### src/rtl/display_pkg.sv
// rtl/display_pkg.sv - shared types and segment constants for the display output driver
//
// Contents:
//   flashState_t  flash sequencer state encoding (STEADY, FLASH_ON, FLASH_OFF)
//   SEG_BLANK     all segments off (active-low)
//   SEG_DASH      only segment g lit, shown for non-BCD digit values
//   SEG_0..SEG_9  active-low {g,f,e,d,c,b,a} patterns for decimal digits

package display_pkg;

  typedef enum logic [1:0] {
    STEADY    = 2'd0,
    FLASH_ON  = 2'd1,
    FLASH_OFF = 2'd2
  } flashState_t;

  localparam logic [6:0] SEG_BLANK = 7'b1111111;
  localparam logic [6:0] SEG_DASH  = 7'b0111111;

  localparam logic [6:0] SEG_0 = 7'b1000000;
  localparam logic [6:0] SEG_1 = 7'b1111001;
  localparam logic [6:0] SEG_2 = 7'b0100100;
  localparam logic [6:0] SEG_3 = 7'b0110000;
  localparam logic [6:0] SEG_4 = 7'b0011001;
  localparam logic [6:0] SEG_5 = 7'b0010010;
  localparam logic [6:0] SEG_6 = 7'b0000010;
  localparam logic [6:0] SEG_7 = 7'b1111000;
  localparam logic [6:0] SEG_8 = 7'b0000000;
  localparam logic [6:0] SEG_9 = 7'b0010000;

endpackage

### src/rtl/bcd_to_seven_seg.sv
// rtl/bcd_to_seven_seg.sv - combinational BCD digit to active-low seven-segment decoder
//
// Ports:
//   bcdIn    in   4  digit value; 10..15 are shown as a dash
//   blankIn  in   1  force all segments off (overrides bcdIn)
//   segOut   out  7  active-low segments {g,f,e,d,c,b,a}

module bcd_to_seven_seg
  import display_pkg::*;
(
  input  logic [3:0] bcdIn,
  input  logic       blankIn,
  output logic [6:0] segOut
);

  always_comb begin
    segOut = SEG_DASH;
    if (blankIn) begin
      segOut = SEG_BLANK;
    end else begin
      case (bcdIn)
        4'd0:    segOut = SEG_0;
        4'd1:    segOut = SEG_1;
        4'd2:    segOut = SEG_2;
        4'd3:    segOut = SEG_3;
        4'd4:    segOut = SEG_4;
        4'd5:    segOut = SEG_5;
        4'd6:    segOut = SEG_6;
        4'd7:    segOut = SEG_7;
        4'd8:    segOut = SEG_8;
        4'd9:    segOut = SEG_9;
        default: segOut = SEG_DASH;
      endcase
    end
  end

endmodule

### src/rtl/display_output_driver.sv
// rtl/display_output_driver.sv - double-buffered seven-segment and LED driver with alarm flash sequencer
//
// Parameters:
//   BLINK_DIV    clkIn cycles per flash phase (>= 2)
//   FLASH_COUNT  on/off pairs per alarm
// Ports:
//   clkIn                   in   1   system clock, rising edge
//   resetIn                 in   1   synchronous active-high reset
//   digitsIn                in   32  eight BCD digits, [3:0] = rightmost
//   loadIn                  in   1   latch digitsIn into the display buffer
//   blankLeadingIn          in   1   blank leading zeros on digits 7..1
//   statusIn                in   18  steady-state red LED pattern
//   alarmIn                 in   1   pulse that (re)starts a flash sequence
//   demoOrRealModeIn        in   1   echoed to green LED 0
//   monitorOrMissedSceneIn  in   1   echoed to green LED 1
//   hex0Out..hex7Out        out  7   active-low segments {g,f,e,d,c,b,a}
//   ledRedOut               out  18  red LEDs
//   ledGreenOut             out  8   green LEDs {5'b0, busy, scene, mode}

module display_output_driver
  import display_pkg::*;
#(
  parameter int BLINK_DIV   = 25_000_000,
  parameter int FLASH_COUNT = 5
) (
  input  logic        clkIn,
  input  logic        resetIn,
  input  logic [31:0] digitsIn,
  input  logic        loadIn,
  input  logic        blankLeadingIn,
  input  logic [17:0] statusIn,
  input  logic        alarmIn,
  input  logic        demoOrRealModeIn,
  input  logic        monitorOrMissedSceneIn,
  output logic [6:0]  hex0Out,
  output logic [6:0]  hex1Out,
  output logic [6:0]  hex2Out,
  output logic [6:0]  hex3Out,
  output logic [6:0]  hex4Out,
  output logic [6:0]  hex5Out,
  output logic [6:0]  hex6Out,
  output logic [6:0]  hex7Out,
  output logic [17:0] ledRedOut,
  output logic [7:0]  ledGreenOut
);

  localparam int PW = $clog2(BLINK_DIV);
  localparam int CW = $clog2(FLASH_COUNT + 1);
  localparam logic [PW-1:0] TICK_AT  = PW'(BLINK_DIV - 1);
  localparam logic [CW-1:0] CNT_LAST = CW'(FLASH_COUNT);

  logic [31:0]   digitReg;
  logic [7:0]    blankDigit;
  logic          zeroRun;
  logic [6:0]    segNext [8];

  flashState_t   state, stateNext;
  logic [PW-1:0] prescaler, prescalerNext;
  logic [CW-1:0] flashCnt, flashCntNext, cntInc;
  logic          tick;

  // Zeros stay blanked while every digit above them is also zero; the run
  // ends at the first nonzero (or non-BCD) digit. Digit 0 always shows.
  always_comb begin
    blankDigit = '0;
    zeroRun    = blankLeadingIn;
    for (int i = 7; i >= 1; i--) begin
      zeroRun       = zeroRun && (digitReg[4*i +: 4] == 4'd0);
      blankDigit[i] = zeroRun;
    end
  end

  for (genvar g = 0; g < 8; g++) begin : gDecode
    bcd_to_seven_seg uDecode (
      .bcdIn   (digitReg[4*g +: 4]),
      .blankIn (blankDigit[g]),
      .segOut  (segNext[g])
    );
  end

  // Flash sequencer next state. The prescaler restarts on every alarm so
  // the first ON phase is always a full BLINK_DIV cycles; ON->OFF->ON
  // transitions land on a tick, where the counter wraps to 0 anyway.
  always_comb begin
    tick          = (prescaler == TICK_AT);
    cntInc        = flashCnt + 1'b1;
    stateNext     = state;
    flashCntNext  = flashCnt;
    prescalerNext = (alarmIn || tick) ? '0 : prescaler + 1'b1;
    if (alarmIn) begin
      stateNext    = FLASH_ON;
      flashCntNext = '0;
    end else begin
      case (state)
        FLASH_ON: begin
          if (tick) stateNext = FLASH_OFF;
        end
        FLASH_OFF: begin
          if (tick) begin
            flashCntNext = cntInc;
            stateNext    = (cntInc == CNT_LAST) ? STEADY : FLASH_ON;
          end
        end
        default: ;
      endcase
    end
  end

  always_ff @(posedge clkIn) begin
    if (resetIn) begin
      state       <= STEADY;
      prescaler   <= '0;
      flashCnt    <= '0;
      digitReg    <= '0;
      hex0Out     <= SEG_BLANK;
      hex1Out     <= SEG_BLANK;
      hex2Out     <= SEG_BLANK;
      hex3Out     <= SEG_BLANK;
      hex4Out     <= SEG_BLANK;
      hex5Out     <= SEG_BLANK;
      hex6Out     <= SEG_BLANK;
      hex7Out     <= SEG_BLANK;
      ledRedOut   <= '0;
      ledGreenOut <= '0;
    end else begin
      state     <= stateNext;
      prescaler <= prescalerNext;
      flashCnt  <= flashCntNext;
      if (loadIn) digitReg <= digitsIn;
      hex0Out   <= segNext[0];
      hex1Out   <= segNext[1];
      hex2Out   <= segNext[2];
      hex3Out   <= segNext[3];
      hex4Out   <= segNext[4];
      hex5Out   <= segNext[5];
      hex6Out   <= segNext[6];
      hex7Out   <= segNext[7];
      // LEDs follow the registered state, so they trail it by one edge.
      ledRedOut   <= (state == FLASH_ON)  ? '1 :
                     (state == FLASH_OFF) ? '0 : statusIn;
      ledGreenOut <= {5'b0, state != STEADY, monitorOrMissedSceneIn, demoOrRealModeIn};
    end
  end

endmodule

### config.mk
export PLATFORM = sky130hd
export DESIGN_NAME = display_output_driver
export DESIGN_NICKNAME = d
export VERILOG_FILES = /design/src/rtl/display_pkg.sv /design/src/rtl/bcd_to_seven_seg.sv /design/src/rtl/display_output_driver.sv
export SDC_FILE = /design/constraint.sdc
export NUM_CORES = 1
export LEC_CHECK = 0
export CAP_MARGIN = 20
export CORE_AREA = 2 2 133 135
export CTS_CLUSTER_DIAMETER = 60
export DETAILED_ROUTE_END_ITERATION = 7
export DIE_AREA = 0 0 135 137
export GPL_ROUTABILITY_DRIVEN = 0
export PLACE_DENSITY_LB_ADDON = 0.12
export SLEW_MARGIN = 10
export SYNTH_ARGS = -nofsm -noshare
export SYNTH_HDL_FRONTEND = slang
export SYNTH_HIERARCHICAL = 1
export SYNTH_SLANG_ARGS = --single-unit
### constraint.sdc
create_clock -name clkIn -period 5.67 [get_ports clkIn]
set_clock_uncertainty 0.15 [all_clocks]
set_input_delay 1.134 -clock clkIn [delete_from_list [all_inputs] [get_ports clkIn]]
set_output_delay 1.134 -clock clkIn [all_outputs]
set_load 0.01 [all_outputs]
Word-level counts from Yosys, hierarchy flattened
Memory sizes are Yosys's and may differ from the RTL's. A register that Yosys moved wholly into a read port is not among the register bits.
Cells that the tools add are included.
Storage, ports and cells
  bits of input ports: 57
  ROM bits: 896
  register bits after elaboration: 88
  memories: 8
  bits in latches: 0
  memory bits (writable): 0
Operators by class
  reductions and logical operators: 30
  muxes and demuxes: 7
  shift operators: 0
  eq/ne operators: 8
  add/sub/neg operators: 2
  $lt $le $gt $ge: 0
  multipliers: 0
  bitwise logic cells: 0
  divide/modulo/power cells: 0
Memories
  (name not given): words 16, width 7, rd ports 1, clocked after Yosys merged registers in 1, wr ports 0, RTL line bcd_to_seven_seg.sv:21  | case (bcdIn)
  (name not given): words 16, width 7, rd ports 1, clocked after Yosys merged registers in 1, wr ports 0, RTL line bcd_to_seven_seg.sv:21
  (name not given): words 16, width 7, rd ports 1, clocked after Yosys merged registers in 1, wr ports 0, RTL line bcd_to_seven_seg.sv:21
  (name not given): words 16, width 7, rd ports 1, clocked after Yosys merged registers in 1, wr ports 0, RTL line bcd_to_seven_seg.sv:21
  (name not given): words 16, width 7, rd ports 1, clocked after Yosys merged registers in 1, wr ports 0, RTL line bcd_to_seven_seg.sv:21
  (name not given): words 16, width 7, rd ports 1, clocked after Yosys merged registers in 1, wr ports 0, RTL line bcd_to_seven_seg.sv:21
  +2 memories
Operators by type and width (number)
  18-bit two-way mux: 2
  4-bit zero test: 7
  25-bit by 1-bit adder with 25-bit output, second input constant: 1
  25-bit == test, second input constant: 1
  2-bit OR reduction: 9
  1-bit logical AND: 7
  3-bit != test, second input constant: 2
  3-bit AND reduction: 2
  2-bit two-way mux: 2
  2-bit != test, second input constant: 2
  2-bit case mux with 2 select lines: 1
  2-bit nonzero test: 2
  3-bit by 1-bit adder with 3-bit output, second input constant: 1
  3-bit == test, second input constant: 1
  3-bit nonzero test: 1
  2-bit by 1-bit == test with 1-bit output, second input constant: 1
  2-bit == test, second input constant: 1
  1-bit two-way mux: 2
  2-bit AND reduction: 1
  1-bit logical OR: 1

Depth between registers and ports, before layout
Gate-level depths: netlist (run 1).
  depth in word-level cells: 9
  gate-level depth with buffers: 7

By module
The synthesis (run 1) kept the hierarchy.
By module, submodules not included
  display_output_driver: cells an instance 461, area each 4857.2 µm², times used 1, seq. area each 2782.7 µm²
  bcd_to_seven_seg (gDecode[0].uDecode ...): cells an instance 35, area each 232.7 µm², times used 6, seq. area each 0.0 µm²
  bcd_to_seven_seg (gDecode[2].uDecode): cells an instance 33, area each 237.7 µm², times used 1, seq. area each 0.0 µm²
  bcd_to_seven_seg (gDecode[1].uDecode): cells an instance 35, area each 235.2 µm², times used 1, seq. area each 0.0 µm²

Worst setup path before layout (run 1)
No wires, ideal clock.
  path type: input to register
  from: input port blankLeadingIn
  to: register hex1Out[0]
  path buffers: 0
  data arrival time: 2.413 ns
  slack: 2.983 ns
  setup time: 0.123 ns
  stages on the path: 6
  cell sequence: and4_1 > and2_1 > and4_1 > nor4b_1 > nor2_1 > or2_2
Between the ends
  longest elaborated chain between the ends: 8
Ends and longest elaborated chain
  start: declaration: RTL line display_output_driver.sv:30  | input logic blankLeadingIn,
  1-bit logical AND (4 in series): RTL line display_output_driver.sv:68  | zeroRun = zeroRun && (digitReg[4*i +: 4] == 4'd0);
  net blankDigit[4]: RTL line display_output_driver.sv:53  | logic [7:0] blankDigit;
  1-bit logical AND (3 in series): RTL line display_output_driver.sv:68
  net blankDigit[1]: RTL line display_output_driver.sv:53
  2-bit OR reduction (no line)
  end: declaration: RTL line display_output_driver.sv:36  | output logic [6:0] hex1Out,
The timed path passes the listed nets, and every way through them passes these cells.
A chain may end at the register's enable or synchronous reset.

Final worst setup path (run 1)
  from: input port blankLeadingIn
  to: register hex2Out[4]
Between the ends
  longest elaborated chain between the ends: 7
Ends and longest elaborated chain
  1-bit logical AND (3 in series): RTL line display_output_driver.sv:68
  net blankDigit[5]: RTL line display_output_driver.sv:53
  1-bit logical AND: RTL line display_output_driver.sv:68
  net blankDigit[4]: RTL line display_output_driver.sv:53
  1-bit logical AND (2 in series): RTL line display_output_driver.sv:68
  net blankDigit[2]: RTL line display_output_driver.sv:53
  2-bit OR reduction (no line)
  end: declaration: RTL line display_output_driver.sv:37  | output logic [6:0] hex2Out,
The timed path passes the listed nets, and every way through them passes these cells.

==> reports/qor.yml, run 1 <==
dieWidth_um: 135
startpoint_type: "primary input"
min-delay-start: "prescaler[0]"
drt-total-wl_um: 14600
wl_per_cell_um: 13.2
r2r_end: "hex2Out[4]"
postRouteAntennaNets: 0
ys_seq_area_share_pct: 41.4
dieArea_sq_um: 18500
cts_tree: "yes"
syn-instance-count: 739
core_sq_um: 17100
h-tree-depth: 4
r2r_slack_ns: 2.84
finalSetupTns_ns: 0
holdBufCountCts: 0
fin_crit_sh_pct: 54.2
required_ns: 5.88
drtPass1Iterations: 5
async_flop_share_pct: 0
grt_usage_pct: 16.1
drtIter0Drc: 302
synth_ff_type: "dfxtp_1"
grt_pass1_vias: 5089
outcome: "completed"
crit_fanout: 10
place_hpwl_um: 10100
cts_made_buffers: 17
cp-startpoint: "blankLeadingIn"
tightest_slew_ns: 1.04
antenna_found_initial: 0
num_rows: 48
area_growth_syn_to_layout_pct: 29.8
p_comb_share_pct: 14.8
hold_ws_ns: 0.325
slew_viol_final: 0
cts_setup_buffers: 0
clkTransAtPathRegs_ns: 0.06
cp.arrival_ns: 3.28
leakage_nw: 3.43
end_kind: "flop"
clkLatencyLatePin_ns: 0.41
grt_overflow: 0
yosys_warnings: 6
fillers: 1586
vias: 5350
swShare_pct: 25.8
synth_edf_count: 0
setup.worst_path.end: "hex2Out[4]"
num_antenna_cells: 0
clkPwrFrac_pct: 41.7
start_util_pct: 39.4
io_buffers: 133
relSlewSlack_pct: 30.5
period_needed_ns: 3.07
yosysUniqueCellTypes: 50
pin_count: 139
drc_errors: 0
ff2ff_path_depth: 7
vias_per_cell: 4.86
chipHeight_um: 137
layout-drive-gt1-share_pct: 12.8
clock_sinks: 139
p_switching_w: 0.000650
cts-root-buf: "clkbuf_16"
pwr-share-seq_pct: 43.4
rsz0062_at_grt: "no"
fin_nets: 963
ir_drop_mv: 0.200
ys_seq_elements: 139
critPathKind: "in -> reg"
hold_path_class: "reg -> reg"
postCtsResizedCells: 0
reg2reg_from: "digitReg[31]"
cap_viol_max_count: 0
grt_pass1_wl_um: 23900
setup_viol: 0
fmax_mhz: 325
syn_area_sq_um: 6730
p_per_area_nw_per_um2: 288
power.internal_w: 0.00187
syn_avg_cell_area_sq_um: 9.10
clock_path_buffers: 2
finalHoldViolCount: 0
grt_max_degree: 79
## final cells by class
class | instances | area (sq um) | share of cell area (%)
multi-input combinational | 536 | 3630 | 41.6
sequential | 139 | 2780 | 31.9
timing repair buffer | 136 | 1340 | 15.4
clock buffer | 17 | 425 | 4.87
tap | 225 | 282 | 3.22
clock inverter | 15 | 144 | 1.65
inverter | 33 | 124 | 1.42
## placed cells by master, fill, tap and decap left out, types with 8 or more instances in the layout
master,count
conb_1,13
mux2i_1,36
nand3_1,10
nand2b_1,24
xnor2_1,13
clkdlybuf4s50_1,131
nor2b_1,11
nor4_1,13
o21a_1,26
clkbuf_16,17
o21bai_1,16
o21ai_1,20
nor2_1,95
inv_1,33
a21oi_1,32
nor4b_1,8
nand2_1,20
nor4bb_1,8
o22ai_1,8
ha_1,43
or2_2,57
dfxtp_1,139
o21ai_0,13
## worst min path at each step
stage / to / slack, ns / depth (start not counted)
2_1_floorplan: prescaler[0] / 0.29 / 1
3_3_place_gp: prescaler[0] / 0.31 / 1
3_5_place_dp: prescaler[0] / 0.32 / 1
4_1_cts: prescaler[24] / 0.33 / 2
5_1_grt: prescaler[24] / 0.35 / 2
6_report: prescaler[0] / 0.32 / 1
## sequential cells by signal, indices dropped and copies added, names as in the netlist
| name | count |
|---|---|
| digitReg | 32 |
| prescaler | 25 |
| ledRedOut | 18 |
| hex0Out | 7 |
| hex1Out | 7 |
| hex2Out | 7 |
| hex3Out | 7 |
| hex4Out | 7 |
| hex5Out | 7 |
| hex6Out | 7 |
| hex7Out | 7 |
| flashCnt | 3 |
| ledGreenOut | 3 |
| state | 2 |
## critical path, stage by stage
cell,delay (ns)
clkdlybuf4s50_1,0.50
and4_1,0.39
and2_1,0.45
and3_1,0.37
and4bb_1,0.21
a21oi_1,0.11
or2_2,0.11
## cell families (layout without fill, tap and decap cells)
logic type	count (synthesis)	after routing	share of synthesized area (%)
AOI/OAI and AO/OA	135	135	13.2
xor gates and xnor gates	16	16	2.08
adders and majority gates	43	43	8.00
buffers and inverters	76	201	5.32
DFF	139	139	41.4
muxes	36	36	5.36
other	1	13	0.0558
and+or+nand+nor	293	293	24.6
## stage by stage
stage / setup WS (ns) / utilization (%) / area [sq um] / power, W / cells
CTS: 2.65 / 51.2 / 8720 / 0.00256 / 1100
detailed placement: 2.20 / 47.8 / 8160 / 0.00149 / 1068
floorplan: 2.98 / - / 6770 / 0.00132 / 751
global route: 2.53 / 51.2 / 8730 / 0.00265 / 1101
finish: 2.60 / 51.2 / 8730 / 0.00252 / 1101
global placement: 2.27 / 47.8 / 8150 / 0.00148 / 1067
## power by group through the flow
stage	Sequential [W]	Clock [W]	Combinational [W]
global route	0.00110	0.00113	0.000413
floorplan	0.00112	0	0.000198
CTS	0.00109	0.00109	0.000378
global placement	0.00111	0	0.000370
detailed placement	0.00111	0	0.000375
finish	0.00109	0.00105	0.000374
## cell usage after synthesis (3+ instances only)
| master | number | area [sq um] |
|---|---|---|
| and4_1 | 3 | 26.3 |
| or2_2 | 57 | 357 |
| nor3_1 | 4 | 20.0 |
| clkbuf_1 | 13 | 48.8 |
| nand3_1 | 10 | 50.1 |
| nand4_1 | 6 | 37.5 |
| o21ai_0 | 13 | 65.1 |
| ha_1 | 43 | 538 |
| mux2i_1 | 36 | 360 |
| nand2_1 | 20 | 75.1 |
| buf_6 | 4 | 45.0 |
| a21oi_1 | 32 | 160 |
| o21a_1 | 26 | 195 |
| nor4bb_1 | 8 | 80.1 |
| nor4b_1 | 8 | 70.1 |
| or4_4 | 4 | 45.0 |
| and3_1 | 3 | 18.8 |
| nor2b_1 | 11 | 68.8 |
| o21bai_1 | 16 | 120 |
| xnor2_1 | 13 | 114 |
| dfxtp_1 | 139 | 2780 |
| or2_0 | 7 | 43.8 |
| buf_1 | 6 | 22.5 |
| buf_4 | 7 | 52.6 |
| xor2_1 | 3 | 26.3 |
| a211oi_2 | 7 | 87.6 |
| or4_1 | 6 | 45.0 |
| o31ai_1 | 7 | 52.6 |
| o22ai_1 | 8 | 50.1 |
| nor2_1 | 95 | 357 |
| o21ai_1 | 20 | 100 |
| nor4_1 | 13 | 81.3 |
| nand2b_1 | 24 | 150 |
| or3_1 | 3 | 18.8 |
| buf_2 | 13 | 65.1 |
| inv_1 | 33 | 124 |
## layer usage
layer,share of wire (%),GRT usage (%)
met1,46,19.1
met2,47,26.6
met3,6.3,6.04
met4,0.72,6.37
met5,0,0
No activity file was read; power rests on OpenSTA's default activity.
==> inputs of run 2 (changes only) <==
- clock period: 5.67 -> 3.1 ns (I/O delays scaled with it)
==> run 2 against run 1 <==
Clock-buffer cell count grew 3; largest power group is now clock; flip-flop and latch count is the same; sequential power grew 83%; routed wire length fell by 0.33%; highest routed layer unchanged; worst hold slack lost 0.0031 ns; non-clock buffer count rose by 3.
==> reports/qor.yml, run 2 (synthesized netlist as in run 1, its figures left out) <==
holdBufCountCts: 0
cts_tree: "yes"
chipHeight_um: 137
p_comb_share_pct: 14.5
outcome: "completed"
crit_buf_inv: 0
grt_pass1_vias: 5029
min_to: "prescaler[0]"
clock_path_buffers: 2
slew_viol_final: 0
critical_path.top_delay_family: "simple AND/OR/NAND/NOR gates"
cts_made_buffers: 17
min-delay-start: "prescaler[0]"
layout_commonest_cell: "dfxtp_1"
relSlewSlack_pct: 51.1
clkTransAtPathRegs_ns: 0.06
clkPwrFrac_pct: 43.6
num_rows: 48
clkLatencyLatePin_ns: 0.43
startpoint_type: "flop"
whs_path_depth: 1
clock_sinks: 139
leakage_nw: 3.48
grt_max_degree: 69
rsz0062_at_grt: "no"
postCtsResizedCells: 0
end_kind: "flop"
num_antenna_cells: 0
drtIter0Drc: 261
dieArea_sq_um: 18500
grt_usage_pct: 16.0
hold_path_class: "reg -> reg"
reg2reg_from: "digitReg[26]"
cp.arrival_ns: 2.74
ir_drop_mv: 0.404
period_needed_ns: 2.52
required_ns: 3.32
start_util_pct: 39.4
setup_viol: 0
cts_setup_buffers: 0
swShare_pct: 24.2
h-tree-depth: 4
tightest_slew_ns: 0.727
grt_overflow: 0
top_register: "digitReg"
dieWidth_um: 135
postRouteAntennaNets: 0
vias_per_cell: 4.85
core_sq_um: 17100
grt_pass1_wl_um: 23600
critPathKind: "reg -> reg"
critical_path.max_stage_delay_ns: 0.44
finalHoldViolCount: 0
top_regs: "digitReg x32, prescaler x25, ledRedOut x18"
p_total_w: 0.00476
p_per_area_nw_per_um2: 541
p_switching_w: 0.00115
drtPass1Iterations: 7
wl_per_cell_um: 13.1
fmax_mhz: 396
io_buffers: 133
antenna_found_initial: 0
cts-root-buf: "clkbuf_16"
vias: 5354
r2r_slack_ns: 0.58
fin_nets: 966
mostFrequentLayoutCells: "dfxtp_1, clkdlybuf4s50_1, nor2_1"
crit_fanout: 14
ff2ff_path_depth: 7
r2r_end: "hex2Out[4]"
fin_crit_sh_pct: 81.4
largest_register_ff_count: 32
drt-total-wl_um: 14500
layout-drive-gt1-share_pct: 13.0
drc_errors: 0
path_cells: "nor4_1 > and4_1 > and2_1 > and3_1 > and4bb_1 > a21oi_1 > or2_2"
pwr-share-seq_pct: 41.9
pin_count: 139
critical-path-slowest-cell: "dfxtp_1"
area_growth_syn_to_layout_pct: 30.7
cap_viol_max_count: 0
place_hpwl_um: 10000
power.internal_w: 0.00360
finalSetupTns_ns: 0
run 2: cell count changes in the layout (fill, tap and decap cells not counted):
cell / previous run / this run
bufinv_16: 1 / 3
clkbuf_8: 0 / 2
clkbuf_1: 0 / 1
clkinv_4: 4 / 1
clkinv_2: 0 / 5
inv_6: 3 / 0
buf_4: 3 / 6
clkinvlp_4: 7 / 3
run 2: worst register-to-register path: stages, from the launching register on:
cell	delay [ns]
dfxtp_1	0.44
nor4_1	0.43
and4_1	0.30
and2_1	0.37
and3_1	0.35
and4bb_1	0.21
a21oi_1	0.10
or2_2	0.11
run 2: area by class of cell:
type / count / area (sq um)
tap: 225 / 282
sequential: 139 / 2780
multi-input combinational: 536 / 3630
clock buffer: 20 / 457
timing repair buffer: 139 / 1370
fill: 1580 / 8270
clock inverter: 12 / 146
inverter: 33 / 124
run 2: worst max path at each step:
stage                     cells after the start         end  slack, ns      startpoint
after global routing                          7  hex2Out[4]       0.35    digitReg[26]
after floorplan                               7  hex2Out[4]       0.92    digitReg[28]
after detailed placement                      7  hex1Out[0]       0.35  blankLeadingIn
final                                         7  hex2Out[4]       0.58    digitReg[26]
after global placement                        7  hex1Out[0]       0.38  blankLeadingIn
after CTS                                     7  hex2Out[4]       0.60    digitReg[26]
run 2: power by group through the flow:
stage / logic [W] / registers (W) / clock network [W]
2_1_floorplan: 0.000363 / 0.00204 / 0
3_3_place_gp: 0.000684 / 0.00203 / 0
3_5_place_dp: 0.000691 / 0.00203 / 0
4_1_cts: 0.000697 / 0.00200 / 0.00213
5_1_grt: 0.000760 / 0.00201 / 0.00221
6_report: 0.000689 / 0.00200 / 0.00207
run 2: metal layers:
| metal | global-route usage [%] | part of all wire (%) |
|---|---|---|
| met1 | 19.4 | 46 |
| met2 | 26.0 | 46 |
| met3 | 5.93 | 7.4 |
| met4 | 6.13 | 1.5 |
| met5 | 0 | 0 |
run 2: per-stage QoR:
step,util (%),std cells,instance area [sq um],hold WS (ns),setup slack [ns]
global route,51.5,1104,8790,0.353,0.353
finish,51.5,1104,8790,0.322,0.576
detailed placement,47.9,1071,8180,0.312,0.346
global placement,47.9,1071,8180,0.312,0.380
floorplan,-,751,6770,0.291,0.917
CTS,51.5,1103,8780,0.325,0.605
==> inputs of run 3 (changes only) <==
- clock period: 3.1 -> 2.45 ns (I/O delays scaled with it)
==> run 3 against run 2 <==
Final area up 2.8%; clock power increased by 32%; worst hold slack better by 0.015 ns; register-to-register slack worse by 0.34 ns; clock-buffer cell count did not move; final cell count up 2.4%; flip-flop and latch count did not move; setup slack worse by 0.34 ns; core utilization rose by 1.4 points; sequential share of layout area fell by 0.86 points; first-iteration DRC count rose by 56%; critical path type unchanged.
==> reports/qor.yml, run 3 (synthesized netlist as in run 1, its figures left out) <==
outcome: "completed"
vias_per_cell: 4.88
drc_errors: 0
clkTransAtPathRegs_ns: 0.06
p_per_area_nw_per_um2: 682
grt_max_degree: 69
design_area_sq_um: 9030
hold_path_class: "reg -> reg"
fin_nets: 992
top_register: "digitReg"
critical-path-slowest-cell: "or4_1"
finalSetupTns_ns: 0
postCtsResizedCells: 0
clock_path_buffers: 2
fmax_mhz: 451
pin_count: 139
grt_overflow: 0
required_ns: 2.65
area_growth_syn_to_layout_pct: 34.3
h-tree-depth: 4
io_buffers: 133
place_hpwl_um: 10600
grt_pass1_vias: 5265
finalHoldViolCount: 0
grt_usage_pct: 16.5
start_util_pct: 39.4
dieWidth_um: 135
relSlewSlack_pct: 51.5
critical_path.max_stage_delay_ns: 0.48
cts_setup_buffers: 0
layout-drive-gt1-share_pct: 15.5
vias: 5515
layout_commonest_cell: "dfxtp_1"
holdBufCountCts: 0
fillers: 1546
drt-total-wl_um: 14900
fin_crit_sh_pct: 90.5
critPathKind: "reg -> reg"
tightest_slew_ns: 0.722
leakage_nw: 3.64
grt_pass1_wl_um: 24600
period_needed_ns: 2.22
mostFrequentLayoutCells: "dfxtp_1, clkdlybuf4s50_1, nor2_1"
wl_per_cell_um: 13.2
ir_drop_mv: 0.483
antenna_found_initial: 0
drtIter0Drc: 408
dp_cells: 1098
end_kind: "flop"
crit_fanout: 9
slew_viol_final: 0
setup_viol: 0
p_total_w: 0.00616
cap_viol_max_count: 0
num_antenna_cells: 0
drtPass1Iterations: 5
path_cells: "ha_1 > nand4_2 > or2_2 > or4_1 > a21oi_1"
num_rows: 48
cts-root-buf: "clkbuf_16"
rsz0062_at_grt: "no"
clock_sinks: 139
placed_area_sq_um: 8410
dieArea_sq_um: 18500
chipHeight_um: 137
clkLatencyLatePin_ns: 0.42
cp.arrival_ns: 2.42
cts_made_buffers: 17
multiInputGateArea_sq_um: 3630
core_sq_um: 17100
postRouteAntennaNets: 0
largest_register_ff_count: 32
stdcell_count: 1130
seq_area_sq_um: 2780
cts_tree: "yes"
top_regs: "digitReg x32, prescaler x25, ledRedOut x18"
startpoint_type: "flop"
run 3: cell types whose count changed in the layout (fill, tap and decap cells not counted), sizes merged:
cell	delta
clkinv	+1
buf	+26
clkinvlp	-2
bufinv	+1
run 3: cell type report:
class | count | area share (%)
Sequential cell | 139 | 30.8
Inverter | 33 | 1.37
Multi-Input combinational cell | 536 | 40.2
Clock buffer | 20 | 5.06
Tap cell | 225 | 3.12
Clock inverter | 12 | 1.88
Timing Repair Buffer | 165 | 17.6
run 3: metal layers:
layer / up-vias / share of wire, % / GRT usage, % / wire [um]
met1: 2519 / 44 / 20.1 / 6640
met5: - / 0 / 0 / 0
met4: 0 / 2.0 / 7.06 / 292
li1: 2806 / - / - / -
met3: 20 / 7.3 / 5.59 / 1090
met2: 170 / 46 / 26.6 / 6900
run 3: worst max-delay path: cells and delay by family, from the launching register on:
kind / cells / cell delay, ns
simple gates: 3 / 1.20
flops: 1 / 0.40
fa+ha+maj: 1 / 0.25
compound gates: 1 / 0.15
run 3: final timing paths:
kind | start | end | slack (ns) | depth (start not counted)
worst max-delay path | prescaler[0] | prescaler[24] | 0.23 | 5
worst min-delay path | flashCnt[2] | flashCnt[2] | 0.34 | 2
worst max register to register | prescaler[0] | prescaler[24] | 0.23 | 5
worst min register to register | flashCnt[2] | flashCnt[2] | 0.34 | 2
run 3: power by group:
| group | internal (W) | switching [W] |
|---|---|---|
| Clock | 0.00175 | 0.000976 |
| Sequential | 0.00241 | 0.0000721 |
| Combinational | 0.000537 | 0.000418 |
| Total | 0.00470 | 0.00147 |
run 3: through the flow:
| step | hold WS, ns | setup slack [ns] | util (%) |
|---|---|---|---|
| after floorplan | 0.291 | 0.267 | - |
| after global placement | 0.314 | -0.0415 | 49.2 |
| after detailed placement | 0.330 | -0.0765 | 49.3 |
| after CTS | 0.340 | 0.244 | 53.0 |
| after global routing | 0.368 | 0.0506 | 53.0 |
| final | 0.337 | 0.233 | 53.0 |
